===== src/rtl/debounce_pulse.sv =====
// Push-button conditioner: two-flop synchroniser, debounce FSM, and registered
// single-cycle press/release pulses with a clean debounced level.
module debounce_pulse #(
  parameter int DEBOUNCE_CYCLES = 4,  // legal range 1 .. 2**CNT_W-1
  parameter int CNT_W           = 3
) (
  input  logic clk,
  input  logic rst,
  input  logic btn_in,
  output logic press_pulse,
  output logic release_pulse,
  output logic level
);

  typedef enum logic [1:0] {
    IDLE,
    ARM_PRESS,
    HELD,
    ARM_RELEASE
  } state_t;

  localparam logic [CNT_W-1:0] CNT_LAST = CNT_W'(DEBOUNCE_CYCLES - 1);

  logic sync_1, sync_2, btn_s;
  state_t state, state_nxt;
  logic [CNT_W-1:0] cnt, cnt_nxt;
  logic press_nxt, release_nxt, level_nxt;

  // NOTE: sequential state uses non-blocking assignments so every flop samples
  // the pre-edge value; this is what makes the synchroniser a true 2-flop chain.
  always_ff @(posedge clk or negedge rst) begin
    if (!rst) begin
      sync_1 <= 1'b0;
      sync_2 <= 1'b0;
    end else begin
      sync_1 <= btn_in;
      sync_2 <= sync_1;
    end
  end

  assign btn_s = sync_2;

  always_ff @(posedge clk or negedge rst) begin
    if (!rst) begin
      state         <= IDLE;
      cnt           <= '0;
      press_pulse   <= 1'b0;
      release_pulse <= 1'b0;
      level         <= 1'b0;
    end else begin
      state         <= state_nxt;
      cnt           <= cnt_nxt;
      press_pulse   <= press_nxt;
      release_pulse <= release_nxt;
      level         <= level_nxt;
    end
  end

  // NOTE: every output of this block gets a default first, so no path can
  // leave a variable unassigned and infer a latch.
  always_comb begin
    state_nxt   = state;
    cnt_nxt     = cnt;
    press_nxt   = 1'b0;
    release_nxt = 1'b0;
    level_nxt   = level;
    case (state)
      IDLE: begin
        if (btn_s) begin
          state_nxt = ARM_PRESS;
          cnt_nxt   = '0;
        end
      end
      ARM_PRESS: begin
        if (!btn_s) begin
          state_nxt = IDLE;
          cnt_nxt   = '0;
        end else if (cnt == CNT_LAST) begin
          state_nxt = HELD;
          cnt_nxt   = '0;
          press_nxt = 1'b1;
          level_nxt = 1'b1;
        end else begin
          cnt_nxt = cnt + CNT_W'(1);
        end
      end
      HELD: begin
        if (!btn_s) begin
          state_nxt = ARM_RELEASE;
          cnt_nxt   = '0;
        end
      end
      ARM_RELEASE: begin
        // Mirror of ARM_PRESS; a bounce back high returns to HELD with level kept.
        if (btn_s) begin
          state_nxt = HELD;
          cnt_nxt   = '0;
        end else if (cnt == CNT_LAST) begin
          state_nxt   = IDLE;
          cnt_nxt     = '0;
          release_nxt = 1'b1;
          level_nxt   = 1'b0;
        end else begin
          cnt_nxt = cnt + CNT_W'(1);
        end
      end
      default: begin
        state_nxt = IDLE;
        cnt_nxt   = '0;
      end
    endcase
  end

endmodule


===== config.mk =====
export PLATFORM = sky130hd
export DESIGN_NAME = debounce_pulse
export DESIGN_NICKNAME = d
export VERILOG_FILES = /design/src/rtl/debounce_pulse.sv
export SDC_FILE = /design/constraint.sdc
export NUM_CORES = 1
export LEC_CHECK = 0
export BUFFER_PORTS_ARGS = -buffer_cell sky130_fd_sc_hd__buf_2
export CAP_MARGIN = 20
export CORE_AREA = 4 4 41 43
export DETAILED_ROUTE_END_ITERATION = 6
export DIE_AREA = 0 0 45 47
export GPL_ROUTABILITY_DRIVEN = 1
export GPL_TIMING_DRIVEN = 0
export PLACE_DENSITY = 0.58
export REMOVE_ABC_BUFFERS = 1
export SYNTH_ARGS = -nofsm -noshare
export SYNTH_HDL_FRONTEND = slang
export SYNTH_SLANG_ARGS = --single-unit

===== constraint.sdc =====
create_clock -name clk -period 3.24 [get_ports clk]
set_input_delay 0.648 -clock clk [delete_from_list [all_inputs] [get_ports clk]]
set_output_delay 0.648 -clock clk [all_outputs]
set_load 0.01 [all_outputs]

Word-level counts from Yosys, hierarchy flattened --
Index checks and enable logic that the tools add are counted.
Word-level totals: register bits 10, latch bits 0, memory bits (writable) 0, ROM bits 0, input port bits 3, output and inout port bits 3, logic and storage cells 48, memories kept 0
Cells by class: $add $sub $neg 1, multiply operators 0, divide/modulo/power cells 0, $lt $le $gt $ge 0, equal/unequal tests 12, shifts and indexed selects 0, mux-type cells 23, bitwise gates (word level) 0, reductions and logical operators 5
Operators with widths (count):
- $mux 3 | 5
- $mux 2 | 6
- $ne 2x2->1 const B | 6
- $pmux 3 s4 | 1
- $mux 1 | 9
- $pmux 2 s4 | 1
- $ne 3x3->1 const B | 2
- $reduce_and 5->1 | 1
- $eq 2x2->1 const B | 2
- $reduce_and 4->1 | 1
- $add 3x1->3 const B | 1
- $eq 3x2->1 const B | 1
- $eq 2x1->1 const B | 1
- $logic_not 2->1 | 1
- $pmux 1 s2 | 1
- $reduce_and 2->1 | 1
- $reduce_bool 2->1 | 1

Logic depth before layout (Yosys ltp) --
depth in word-level cells 4, mapped depth 4, mapped depth without buffers 4

Least setup slack after synthesis --
OpenSTA, ideal clock, no wires.
kind register to register, from register cnt[0], to register level, library setup time 0.130 ns, arrival 0.948 ns, data required time 3.110 ns, slack 2.162 ns, stages on the path, launching flop included 5, path buffers 0, clock period less this slack 1.078 ns, path through dfrtp_1 -> ha_1 -> and3b_1 -> a21oi_1 -> o21ai_0
On the way: longest elaborated chain between the ends 3, elaborated cells on any way between the ends 4, classes of those cells eq/ne: 3; reduce/logical: 1
Ends and longest elaborated chain:
- start, declared | RTL line 26 | logic [CNT_W-1:0] cnt, cnt_nxt;
- start signal, assigned | RTL line 52 | cnt <= cnt_nxt;
- $eq 3x2->1 (*) | RTL line 78, 98
- $ne 2x2->1 (no source line)
- $reduce_and 5->1 (no source line) (*)
- end signal, assigned | RTL line 55 | level <= level_nxt;
- end, declared | RTL line 12 | output logic level
Every way passes the cells marked *; elsewhere a longest branch is shown, timed or not. A chain may end at the register's enable or synchronous reset.

Final worst setup path --
from register level, to output level
No word-level cell between the ends.

==> results.sh <==
export IMPL_final_nets=49
export IMPL_critPathBufInv=1
export IMPL_final_setup_worst_slack_ns=1.82
export IMPL_slowest_stage="dfrtp_1"
export IMPL_yosys_warnings=0
export IMPL_cp_start_kind="flop"
export IMPL_coreArea_um2=1300
export IMPL_cp_arrival_ns=0.77
export IMPL_synthArstFlopShare_pct=100
export IMPL_synth_edf_count=0
export IMPL_first_pass_iters=4
export IMPL_ir_drop_mv=0.242
export IMPL_cts_root_buf="clkbuf_4"
export IMPL_drive_above_1_share_pct=18.6
export IMPL_tns_ns=0
export IMPL_rows=13
export IMPL_grt_start_max_net_pins=11
export IMPL_finalMaxSlewViolations=0
export IMPL_fin_cells=58
export IMPL_wirelength_um=590
export IMPL_cpPeakStageDelay_ns=0.38
export IMPL_reg2regPathDepth=4
export IMPL_cts_tree="yes"
export IMPL_postRouteAntennaNets=0
export IMPL_synth_cell_types=17
export IMPL_hold_viol_final=0
export IMPL_cts_resized_gates=0
export IMPL_place_gp_congestion=0.712
export IMPL_crit_required_ns=2.59
export IMPL_path_depth=1
export IMPL_insertion_delay_ns=0.25
export IMPL_rsz0062_at_grt="no"
export IMPL_status="finished, final reports clean"
export IMPL_die_w_um=45
export IMPL_criticalPathCategory="reg2out"
export IMPL_ios=6
export IMPL_ys_flop_type="dfrtp_1"
export IMPL_path_clk_slew_ns=0.06
export IMPL_p_leak_nw=0.225
export IMPL_gr_total_overflow=0
export IMPL_dieArea_um2=2120
export IMPL_route_detailed_drc=0
export IMPL_grt_pass1_wl_mm=1.04
export IMPL_seq_area_frac_synth_pct=63.1
export IMPL_avgSynthCellArea_um2=11.3
export IMPL_htreeDepth=1
export IMPL_layout_common_cells="dfrtp_1, nand2_1, buf_2"
export IMPL_setup_violations=0
export IMPL_cp_end_kind="output pin"
export IMPL_fin_crit_sh_pct=43.8
export IMPL_max_freq_mhz=704
export IMPL_syn_to_final_growth_pct=16.7
export IMPL_hpwl_um=437
export IMPL_hold_buffers=0
export IMPL_hold_path_class="in2async"
export IMPL_crit_fanout=3
export IMPL_dr_total_vias=249
export IMPL_slew_headroom_pct=83.8
export IMPL_r2r_end="level"
export IMPL_path_delay_family="flip-flops"
export IMPL_dp_cells=55
export IMPL_worst_pin_slew_ns=0.241
export IMPL_grt_pass1_vias=257
export IMPL_grt_usage_pct=7.05
export IMPL_avgRoutedWirePerCell_um=10.2
export IMPL_cts_setup_buffers=0
export IMPL_die_h_um=47
export IMPL_worstPathCellList="buf_2"
export IMPL_synth_cells=35
export IMPL_final_common_cell="dfrtp_1"
export IMPL_reg2reg_setup_slack_ns=2.06
export IMPL_viasPerCell=4.29
export IMPL_drt_first_iter_violations=2
export IMPL_power_per_cell_area_nw_per_um2=683
export IMPL_skew_ns=0.000268
export IMPL_maxCapViolCount=0
export IMPL_fin_crit_ns=1.42
export IMPL_cts_buffers=3
export IMPL_cts_sinks=10
export IMPL_startpoint="level"
export IMPL_syn_area_um2=397
export IMPL_start_util_pct=30.5
export IMPL_port_buffers=5
export IMPL_clk_path_buf_depth=2
export IMPL_diodes=0
export IMPL_final_util_pct=35.6
export IMPL_post_place_ws_ns=2.06
export IMPL_crit_end="level"
export IMPL_antenna_found_initial=0
export IMPL_r2r_start="cnt[0]"
export IMPL_synth_seq_cells=10
[sequential cells by signal (all words and copies together) (netlist names), named ones only]
register	cells
btn_s	1
cnt	3
level	1
press_pulse	1
release_pulse	1
state	1
sync_1	1
[worst min-delay path by stage]
stage	start	to	depth (start not counted)
2_1_floorplan	sync_1	btn_s	0
5_1_grt	rst	btn_s	1
4_1_cts	rst	sync_1	1
6_report	rst	cnt[2]	1
3_3_place_gp	sync_1	btn_s	0
3_5_place_dp	sync_1	btn_s	0
[per-layer routing]
layer  vias to the layer above  part of all wire [%]  track usage [%]
met1                       109                    53             10.4
met4                         0                     0             3.51
met3                         0                   4.7             3.45
met5                         -                     0                0
met2                         4                    43             8.19
li1                        136                     -                -
[metrics by stage]
stage / area [um2] / hold WS, ns / total power, mW
after floorplan: 397 / 0.331 / 0.221
after global placement: 440 / 0.343 / 0.237
after detailed placement: 440 / 0.346 / 0.239
after CTS: 463 / 0.240 / 0.322
after global routing: 463 / 0.239 / 0.345
final: 463 / 0.242 / 0.316
[power breakdown]
part / internal [mW] / leakage [nW] / switching, mW / total (mW)
clock: 0.0426 / 0.0138 / 0.0373 / 0.0800
combinational: 0.0314 / 0.0861 / 0.0329 / 0.0643
sequential: 0.147 / 0.125 / 0.0252 / 0.172
total: 0.221 / 0.225 / 0.0955 / 0.316
[logic make-up after synthesis]
family,synth area share (%)
simple gates,18.6
flops,63.1
compound gates,9.78
xor+xnor,4.42
buf+inv,0.945
fa+ha+maj,3.15
[layout make-up]
class                           instances  area (um2)
Fill cell                             140         838
Inverter                                1        3.75
Clock buffer                            3        22.5
Tap cell                               15        18.8
Sequential cell                        10         250
Multi-Input combinational cell         24         143
Timing Repair Buffer                    5        25.0
[synthesized netlist by cell type (2+ instances only)]
master    instances  share of area [%]
dfrtp_1          10                 63
nand3b_1          2                3.8
o21ai_1           2                2.5
o21ai_0           2                2.5
nand2_1           5                4.7
nor2_1            3                2.8
No activity file was read; power rests on OpenSTA's default activity.
